## config.mk

```make
export PLATFORM = sky130hd
export DESIGN_NAME = lfsr_seg_stepper
export DESIGN_NICKNAME = d
export VERILOG_FILES = /design/src/rtl/lfsr_seg_stepper.sv
export SDC_FILE = /design/constraint.sdc
export NUM_CORES = 1
export LEC_CHECK = 0
export CORE_AREA = 2 2 116 118
export DETAILED_ROUTE_END_ITERATION = 7
export DIE_AREA = 0 0 118 120
export PLACE_DENSITY = 0.52
export SYNTH_ARGS = -nofsm -noshare
export SYNTH_HDL_FRONTEND = slang
export SYNTH_SLANG_ARGS = --single-unit
```

## constraint.sdc

```tcl
create_clock -name clk -period 2.1 [get_ports clk]
set_input_delay 0.21 -clock clk [delete_from_list [all_inputs] [get_ports clk]]
set_output_delay 0.21 -clock clk [all_outputs]
set_load 0.02 [all_outputs]
```

## src/rtl/lfsr_seg_stepper.sv

```systemverilog
// 8-bit Galois LFSR core with seed load, prescaled free-run and single-step,
// presenting one state nibble as a registered 7-segment digit.
module lfsr_seg_stepper #(
  parameter logic [7:0]  TAPS      = 8'hB8,
  parameter int unsigned PRESC_MAX = 9_999_999,
  parameter int unsigned PRESC_W   = 24
) (
  input  logic       clk,
  input  logic       rst_n,
  input  logic       ena,
  input  logic [7:0] seed,
  input  logic       load,
  input  logic       run,
  input  logic       step,
  input  logic       nib_sel,
  output logic [7:0] state,
  output logic [6:0] segments,
  output logic       dp,
  output logic       cycled
);

  localparam logic [PRESC_W-1:0] PRESC_TOP = PRESC_W'(PRESC_MAX);

  function automatic logic [7:0] lfsr_adv(input logic [7:0] s);
    return s[0] ? ((s >> 1) ^ TAPS) : (s >> 1);
  endfunction

  function automatic logic [6:0] hex7(input logic [3:0] n);
    logic [6:0] seg;
    case (n)
      4'h0: seg = 7'h3F;
      4'h1: seg = 7'h06;
      4'h2: seg = 7'h5B;
      4'h3: seg = 7'h4F;
      4'h4: seg = 7'h66;
      4'h5: seg = 7'h6D;
      4'h6: seg = 7'h7D;
      4'h7: seg = 7'h07;
      4'h8: seg = 7'h7F;
      4'h9: seg = 7'h6F;
      4'hA: seg = 7'h77;
      4'hB: seg = 7'h7C;
      4'hC: seg = 7'h39;
      4'hD: seg = 7'h5E;
      4'hE: seg = 7'h79;
      default: seg = 7'h71;
    endcase
    return seg;
  endfunction

  // Pin inputs packed as {step, run, load}
  logic [2:0]         sync_s1, sync_s2, sync_s2_d;
  logic [7:0]         ref_seed;
  logic [PRESC_W-1:0] presc;

  logic       load_edge, step_edge, run_s, tick, adv;
  logic [7:0] nxt, seed_eff;

  // Synchronisers and edge history run regardless of ena, so edges seen
  // while disabled are consumed rather than deferred.
  always_ff @(posedge clk or negedge rst_n) begin
    if (!rst_n) begin
      sync_s1   <= '0;
      sync_s2   <= '0;
      sync_s2_d <= '0;
    end else begin
      sync_s1   <= {step, run, load};
      sync_s2   <= sync_s1;
      sync_s2_d <= sync_s2;
    end
  end

  assign load_edge = sync_s2[0] & ~sync_s2_d[0];
  assign step_edge = sync_s2[2] & ~sync_s2_d[2];
  assign run_s     = sync_s2[1];
  assign tick      = run_s && (presc == PRESC_TOP);
  assign adv       = !load_edge && ((step_edge && !run_s) || tick);
  assign nxt       = lfsr_adv(state);
  assign seed_eff  = (seed == 8'h00) ? 8'h01 : seed;

  // State update stage; segments decode the registered state one cycle later
  always_ff @(posedge clk or negedge rst_n) begin
    if (!rst_n) begin
      state    <= 8'h01;
      ref_seed <= 8'h01;
      presc    <= '0;
      dp       <= 1'b0;
      cycled   <= 1'b0;
      segments <= 7'h06;
    end else if (ena) begin
      if (load_edge) begin
        state    <= seed_eff;
        ref_seed <= seed_eff;
        presc    <= '0;
        cycled   <= 1'b0;
      end else begin
        if (!run_s || tick)
          presc <= '0;
        else
          presc <= presc + PRESC_W'(1);
        if (adv) begin
          state <= nxt;
          dp    <= ~dp;
          if (nxt == ref_seed)
            cycled <= 1'b1;
        end
      end
      segments <= hex7(nib_sel ? state[7:4] : state[3:0]);
    end
  end

endmodule

```

# Yosys cells after proc, flatten, opt, wreduce, memory -nomap -nowiden
# Memory sizes are Yosys's and may differ from the RTL's. A register that Yosys moved wholly into a read port is not among the register bits.
# Index checks and enable logic that the tools add are counted.
totals:
  register_bits: 51
  mem_bits_ro: 112
  in_bits: 15
  output_inout_bits: 17
  wordCells: 44
  memories: 1
mem_list:
  columns: ["name", "depth", "word_bits", "read_ports", "rd_clocked_by_memory_dff", "write_ports", "line", "rtl"]
  rows:
  - ["(no name shown)", 16, 7, 1, 1, 0, "30", "case (n)"]
op_classes:
  addsub: 1
  n_eq_ne: 2
  muxes: 10
  n_bitwise: 7
  n_reduce_logical: 15
op_table:
  columns: ["operator", "count"]
  rows:
  - ["2-to-1 mux 24 bit", 2]
  - ["2-to-1 mux 8 bit", 4]
  - ["adder 24 x 1 -> 24 bit, second input constant", 1]
  - ["== test 24 bit, second input constant", 1]
  - ["== test 8 bit", 1]
  - ["zero test 8 bit", 1]
  - ["AND reduction 3 bit", 2]
  - ["2-to-1 mux 4 bit", 1]
  - ["inverter 1 bit", 4]
  - ["inverter 3 -> 4 bit", 1]
  - ["AND reduction 2 bit", 2]
  - ["nonzero test 2 bit", 2]
  - ["logical AND 1 bit", 3]
  - ["zero test 1 bit", 3]
  - ["2-to-1 mux 1 bit", 3]
  - ["AND 1 bit", 2]
  - ["logical OR 1 bit", 2]

# Logic depth before layout (Yosys ltp)
# Gate-level depths: netlist (run 1).
logic_depth:
  depth_word: 7
  ltp_mapped: 9
  depth_no_buf: 8

# Least setup slack after synthesis (run 1)
# OpenSTA, ideal clock, no wires.
synth_timing:
  path_kind: "register to register"
  startpoint: "register state[0]"
  endpoint: "register segments[6]"
  setup_time_ns: 0.125
  t_arrival_ns: 1.906
  setup_slack_ns: 0.069
  stages_incl_launch_ff: 9
  synth_period_minus_slack_ns: 2.031
  cell_sequence: "dfstp_2 -> clkbuf_1 -> mux2i_1 -> inv_1 -> ha_1 -> nand2_1 -> a21oi_1 -> a21oi_1 -> mux2_2"
synth_via:
  elab_chain_len: 1
synth_rtl:
  columns: ["element", "line", "rtl"]
  rows:
  - ["start: declaration", "16", "output logic [7:0] state,"]
  - ["start signal: assignment", "102", "state <= nxt;"]
  - ["2-to-1 mux 4 bit", "108", "segments <= hex7(nib_sel ? state[7:4] : state[3:0]);"]
  - ["end: declaration", "17", "output logic [6:0] segments,"]
# No other way between the ends.
# A chain may end at the register's enable or synchronous reset.

# Worst setup path after layout (run 1)
layout_timing:
  startpoint: "register presc[11]"
  endpoint: "register state[3]"
layout_via:
  elab_chain_len: 6
layout_rtl:
  columns: ["element", "line", "rtl"]
  rows:
  - ["start: declaration", "54", "logic [PRESC_W-1:0] presc;"]
  - ["start signal: assignment", "100", "presc <= presc + PRESC_W'(1);"]
  - ["== test 24 bit", "76", "assign tick = run_s && (presc == PRESC_TOP);"]
  - ["logical AND 1 bit", "76", null]
  - ["logical OR 1 bit", "77", "assign adv = !load_edge && ((step_edge && !run_s) || tick);"]
  - ["logical AND 1 bit", "77", null]
  - ["nonzero test 2 bit (no source line)", null, null]
  - ["AND reduction 2 bit (no source line)", null, null]
# No other way between the ends.

==> results of run 1 <==
==> how the worst min path moves through the flow <==
stage	from	end	cells past startpoint
6_report	rst_n	presc[21]$_DFFE_PN0P_	2
3_3_place_gp	rst_n	sync_s2[2]$_DFF_PN0_	1
5_1_grt	rst_n	presc[21]$_DFFE_PN0P_	2
3_5_place_dp	rst_n	sync_s2[2]$_DFF_PN0_	1
2_1_floorplan	rst_n	cycled$_DFFE_PN0P_	0
4_1_cts	rst_n	presc[21]$_DFFE_PN0P_	2
==> stage by stage <==
step	instances	cell area (um^2)	setup TNS, ns	util	setup WS, ns
after CTS	565	4230	0	0.326	0.0761
after detailed placement	548	3930	0	0.303	0.115
after global routing	566	4250	-0.0830	0.327	-0.0165
final	566	4250	0	0.327	0.0495
after global placement	548	3930	0	0.303	0.0850
after floorplan	319	3160	0	-	0.0694
==> sequential cells by signal (all words and copies together), names as in the netlist <==
register / flops
state: 8
sync_s2: 3
segments: 7
cycled: 1
sync_s1: 3
ref_seed: 8
dp: 1
sync_s2_d: 2
presc: 24
==> layer usage <==
metal,track usage,vias to the layer above,wire [um]
li1,-,1305,-
met1,0.140,1301,3490
met2,0.193,55,3860
met3,0.0261,4,256
met4,0.0361,0,55
met5,0,-,0
==> what timing repair did <==
action                                 in CTS  in global routing
hold buffers                                1                  0
gates resized for setup                     0                  2
setup endpoints to repair                   0                  8
buffers inserted                            0                  1
endpoints found under the hold margin      10                  0
==> where the power goes <==
group	leakage (nW)	total, mW	internal [mW]	switching (mW)
clock	0.149	1.41	0.922	0.485
combinational	0.993	1.41	0.712	0.695
sequential	0.718	1.47	1.29	0.182
total	1.86	4.29	2.92	1.36
==> placed cells by master, fill, tap and decap left out, drive strengths merged, types with 7 or more instances in the layout <==
cell / count
a31oi: 15
nand2: 41
buf: 41
mux2: 19
nand3: 11
ha: 8
xor2: 7
inv: 7
clkbuf: 14
a21oi: 15
and3: 8
clkdlybuf4s50: 30
o21ai: 23
nor2: 19
dfrtp: 53
==> logic make-up (layout without fill, tap and decap cells) <==
family                   after synthesis  in the layout  share of synthesized area
multiplexers                          24             24                     0.0919
AO/OA/AOI/OAI                         82             82                      0.178
XOR/XNOR                              12             12                     0.0333
AND/OR/NAND/NOR                      112            112                      0.180
adder cells (fa/ha/maj)                8              8                     0.0317
buffers and inverters                 24             95                     0.0317
flip-flops                            57             57                      0.453
==> critical path, cell delays in order (launching register included) <==
cell and delay [ns]:
dfrtp_1 0.37, nand4b_1 0.18, or4_4 0.54, o32ai_4 0.33
o21ai_4 0.17, mux2_4 0.34
==> final cells by class <==
type	instances	area (um^2)	share of cell area
clock buffers	14	284	0.0668
clock inverters	2	10.0	0.00236
inverters	7	26.3	0.00618
multi-input cells	238	1630	0.384
flip-flops and latches	57	1430	0.337
well taps	176	220	0.0518
repair buffers	72	644	0.152
==> impl_metrics.csv, run 1 <==
group,metric,value,unit
detailed_routing,wl_per_cell,13.5,um
clock_tree,clk_pin_slew_worst_paths,0.05,ns
clock_tree,cts_buffer_depth,2,
logic_synthesis,synth_edf_count,0,
finish,final_net_count,408,
floorplanning,fp.dieW,118,um
worst_setup_path,worstSetupEndpoint,"state[3]$_DFFE_PN0P_",
worst_setup_path,rr_worst_depth,5,
worst_setup_path,startpoint,"presc[11]$_DFFE_PN0P_",
logic_synthesis,ys.flop_type,"dfrtp_1",
hold_path,hold_class,"in -> async",
worst_setup_path,path_class,"reg -> reg",
clock_tree,cts_made_buffers,9,
logic_synthesis,synth_top_area_share,0.420,
detailed_routing,first_pass_iters,4,
clock_tree,clk_latency,0.32,ns
logic_synthesis,ys_top_cells_by_count,"dfrtp_1 (53), nand2_1 (41), o21ai_0 (22), nor2_1 (19)",
clock_tree,cts_root_buffer,"clkbuf_16",
status,status,"finished clean",
grt,grt_pass1_wl,12.8,mm
clock_tree,cts.sinks,57,
grt,grt.overflow.total,0,
logic_synthesis,netlist_area,3160,um^2
timing,rsz0062_at_grt,"yes",
grt,grt_pass1_vias,2614,
power,power.density,1010,nW/um^2
logic_synthesis,ys_seq_elements,57,
logic_synthesis,synth_cell_type_count,52,
power,vdd_drop_max,531,uV
worst_setup_path,timing.rr.start,"presc[11]$_DFFE_PN0P_",
worst_setup_path,end_kind,"register",
logic_synthesis,yosys.area.top_type,"dfrtp_1",
logic_synthesis,yosysSeqAreaShare,0.453,
worst_setup_path,cp_max_fo,8,
floorplanning,die_y,120,um
placement,gp_congestion,0.816,
timing,fin_skew,0.00732,ns
worst_setup_path,crit_arrival,2.25,ns
floorplanning,start_util,0.243,
clock_tree,tritoncts,"yes",
finish,n_antenna_cell,0,
timing,holdWs,0.315,ns
floorplanning,std_cell_rows,42,
logic_synthesis,synth_area_leaders,"dfrtp_1 (42%), nand2_1 (4.9%), mux2_2 (4.3%)",
logic_synthesis,yosys_warnings,0,
logic_synthesis,synth.avg_cell_area,9.90,um^2
power,leakagePower,1.86,nW
detailed_routing,via_count,2665,
worst_setup_path,critPathRequiredTime,2.30,ns
grt,antenna_found_initial,0,
detailed_routing,ant_nets,0,
logic_synthesis,synth.most_common_cell,"dfrtp_1",
floorplanning,coreArea,13000,um^2
detailed_routing,totalWireLength,7.66,mm
clock_tree,htreeDepth,3,
timing,fin_crit,2.05,ns
logic_synthesis,syn_nets,342,
detailed_routing,vias_per_cell,4.71,
grt,grt_max_degree,41,
worst_setup_path,r2r_slack,0.05,ns
timing,drv_slew,0,
timing,fmax,488,MHz
finish,final_layout_size_suffix_gt1_frac,0.221,
floorplanning,die-area,14200,um^2
worst_setup_path,start_kind,"register",
detailed_routing,drtIter0Drc,147,
logic_synthesis,synth-async-reset-ratio,1.00,
finish,fill_cells,1347,
timing,tightest_slew,0.435,ns
grt,grt_usage,0.113,
detailed_routing,drc,0,
floorplanning,io_pins,32,
timing,fin_crit_sh,0.976,
power,power.total,4.29,mW
timing,setup_violations,0,
placement,portBuffers,31,
finish,area_growth,34.5,%
placement,hpwl,5.56,mm
logic_synthesis,synthCells,319,
timing,hold_viol_final,0,
flow_run,drv_cap,0,
timing,slew_headroom,0.710,
worst_setup_path,r2r_end,"state[3]$_DFFE_PN0P_",
No activity file was read; power rests on OpenSTA's default activity.
==> run 2: changes to the inputs <==
--- a/config.mk
+++ b/config.mk
@@ -5,9 +5,12 @@
 export SDC_FILE = /design/constraint.sdc
 export NUM_CORES = 1
 export LEC_CHECK = 0
+export ABC_CLOCK_PERIOD_IN_PS = 2100
 export CORE_AREA = 2 2 116 118
 export DETAILED_ROUTE_END_ITERATION = 7
 export DIE_AREA = 0 0 118 120
+export GPL_ROUTABILITY_DRIVEN = 0
+export GPL_TIMING_DRIVEN = 0
 export PLACE_DENSITY = 0.52
 export SYNTH_ARGS = -nofsm -noshare
 export SYNTH_HDL_FRONTEND = slang
==> impl_metrics.csv, run 2 (synthesis gave the netlist of run 1 again) <==
group,metric,value,unit
grt,grt.overflow.total,0,
flow_run,drv_cap,0,
clock_tree,cts.sinks,57,
finish,final_cells,547,
clock_tree,cts_root_buffer,"clkbuf_16",
floorplanning,die_y,120,um
floorplanning,fp.dieW,118,um
timing,setup-tns-final,0,ns
finish,n_antenna_cell,0,
floorplanning,die-area,14200,um^2
finish,largest_reg_flops,24,
grt,grt_usage,0.114,
timing,hold_viol_final,0,
detailed_routing,totalWireLength,7.75,mm
grt,grt_pass1_vias,2682,
finish,area_growth,30.9,%
finish,final_net_count,389,
clock_tree,clk_latency,0.33,ns
grt,grt_pass1_wl,13.0,mm
power,leakagePower,1.72,nW
power,power.density,1070,nW/um^2
worst_setup_path,crit_arrival,2.26,ns
timing,setup_violations,0,
timing,rsz0062_at_grt,"yes",
grt,grt_max_degree,34,
clock_tree,cts_buffer_depth,2,
status,status,"finished clean",
clock_tree,htreeDepth,3,
timing,fmax,487,MHz
placement,dp.cells,526,
clock_tree,tritoncts,"yes",
finish,seq_area,1440,um^2
finish,final_common_cell,"dfrtp_1",
timing,fin_skew,0.00924,ns
floorplanning,coreArea,13000,um^2
placement,portBuffers,30,
floorplanning,std_cell_rows,42,
detailed_routing,drtIter0Drc,131,
worst_setup_path,start_kind,"register",
power,power.total,4.43,mW
clock_tree,cts_made_buffers,9,
worst_setup_path,path_class,"reg -> reg",
detailed_routing,drc,0,
timing,fin_crit_sh,0.979,
worst_setup_path,end_kind,"register",
grt,antenna_found_initial,0,
finish,largestRegisters,"presc (24), ref_seed (8), state (8)",
worst_setup_path,critPathRequiredTime,2.31,ns
detailed_routing,via_count,2620,
finish,multi_input_area,1670,um^2
hold_path,hold_class,"in -> reg",
finish,fill_cells,1353,
placement,hpwl,5.48,mm
detailed_routing,ant_nets,0,
worst_setup_path,cp_max_fo,8,
finish,final_layout_size_suffix_gt1_frac,0.181,
floorplanning,io_pins,32,
timing,drv_slew,0,
finish,largest-register,"presc",
finish,final_cell_mix,"dfrtp_1 (50), nand2_1 (41), clkdlybuf4s50_1 (29)",
finish,fin_util,0.318,
power,vdd_drop_max,512,uV
clock_tree,clk_pin_slew_worst_paths,0.05,ns
floorplanning,start_util,0.243,
detailed_routing,vias_per_cell,4.79,
detailed_routing,wl_per_cell,14.2,um
timing,tightest_slew,0.786,ns
detailed_routing,first_pass_iters,4,
timing,slew_headroom,0.476,
timing,fin_crit,2.05,ns
-- run 2: final timing paths --
check / slack, ns / endpoint / cells after the start / from
setup reg to reg: 0.05 / state[2]$_DFFE_PN0P_ / 6 / presc[13]$_DFFE_PN0P_
hold / removal: 0.32 / sync_s1[2]$_DFF_PN0_ / 1 / step
max in group asynchronous: 0.92 / ref_seed[0]$_DFFE_PN1P_ / 3 / rst_n
setup / recovery: 0.05 / state[2]$_DFFE_PN0P_ / 6 / presc[13]$_DFFE_PN0P_
min in group asynchronous: 0.50 / sync_s2[1]$_DFF_PN0_ / 2 / rst_n
hold reg to reg: 0.35 / sync_s2[2]$_DFF_PN0_ / 0 / sync_s1[2]$_DFF_PN0_
-- run 2: metal layers --
| layer | track usage | wire (um) |
|---|---|---|
| met1 | 0.134 | 3440 |
| met5 | 0 | 0 |
| met4 | 0.0482 | 142 |
| met3 | 0.0295 | 406 |
| met2 | 0.198 | 3770 |
-- run 2: critical path: stages, from the launching register on --
cell and delay, ns:
dfrtp_1 0.45, nor4bb_4 0.33, nand4_1 0.12, buf_4 0.18
o32ai_4 0.36, o21ai_4 0.17, mux2_4 0.32
-- run 2: cell type report --
type / instances / area share
Inverter: 7 / 0.00636
Tap cell: 176 / 0.0533
Timing Repair Buffer: 39 / 0.0914
Multi-Input combinational cell: 238 / 0.405
Clock buffer: 11 / 0.0611
Sequential cell: 57 / 0.347
Clock inverter: 5 / 0.0188
Buffer: 14 / 0.0169
-- run 2: what timing repair did --
| action | in CTS | in global routing |
|---|---|---|
| hold buffers | 1 | 0 |
| gates resized for setup | 3 | 13 |
| buffers inserted | 5 | 2 |
| setup endpoints to repair | 35 | 23 |
| cloned | 0 | 0 |
| pin swaps | 5 | 3 |
| endpoints found under the hold margin | 13 | 0 |
-- run 2: per-stage QoR --
stage          area [um^2]  setup slack [ns]  hold WS (ns)
2_1_floorplan         3160            0.0694       -0.0856
3_3_place_gp          3680             -1.08         0.332
3_5_place_dp          3690            -0.270         0.339
4_1_cts               4080           0.00379         0.312
5_1_grt               4130           -0.0309         0.313
6_report              4130            0.0450         0.320
-- run 2: where the power goes --
part	total (mW)	switching (mW)	leakage, nW	internal (mW)
registers	1.50	0.206	0.713	1.29
logic	1.32	0.669	0.846	0.650
clock network	1.61	0.512	0.162	1.10
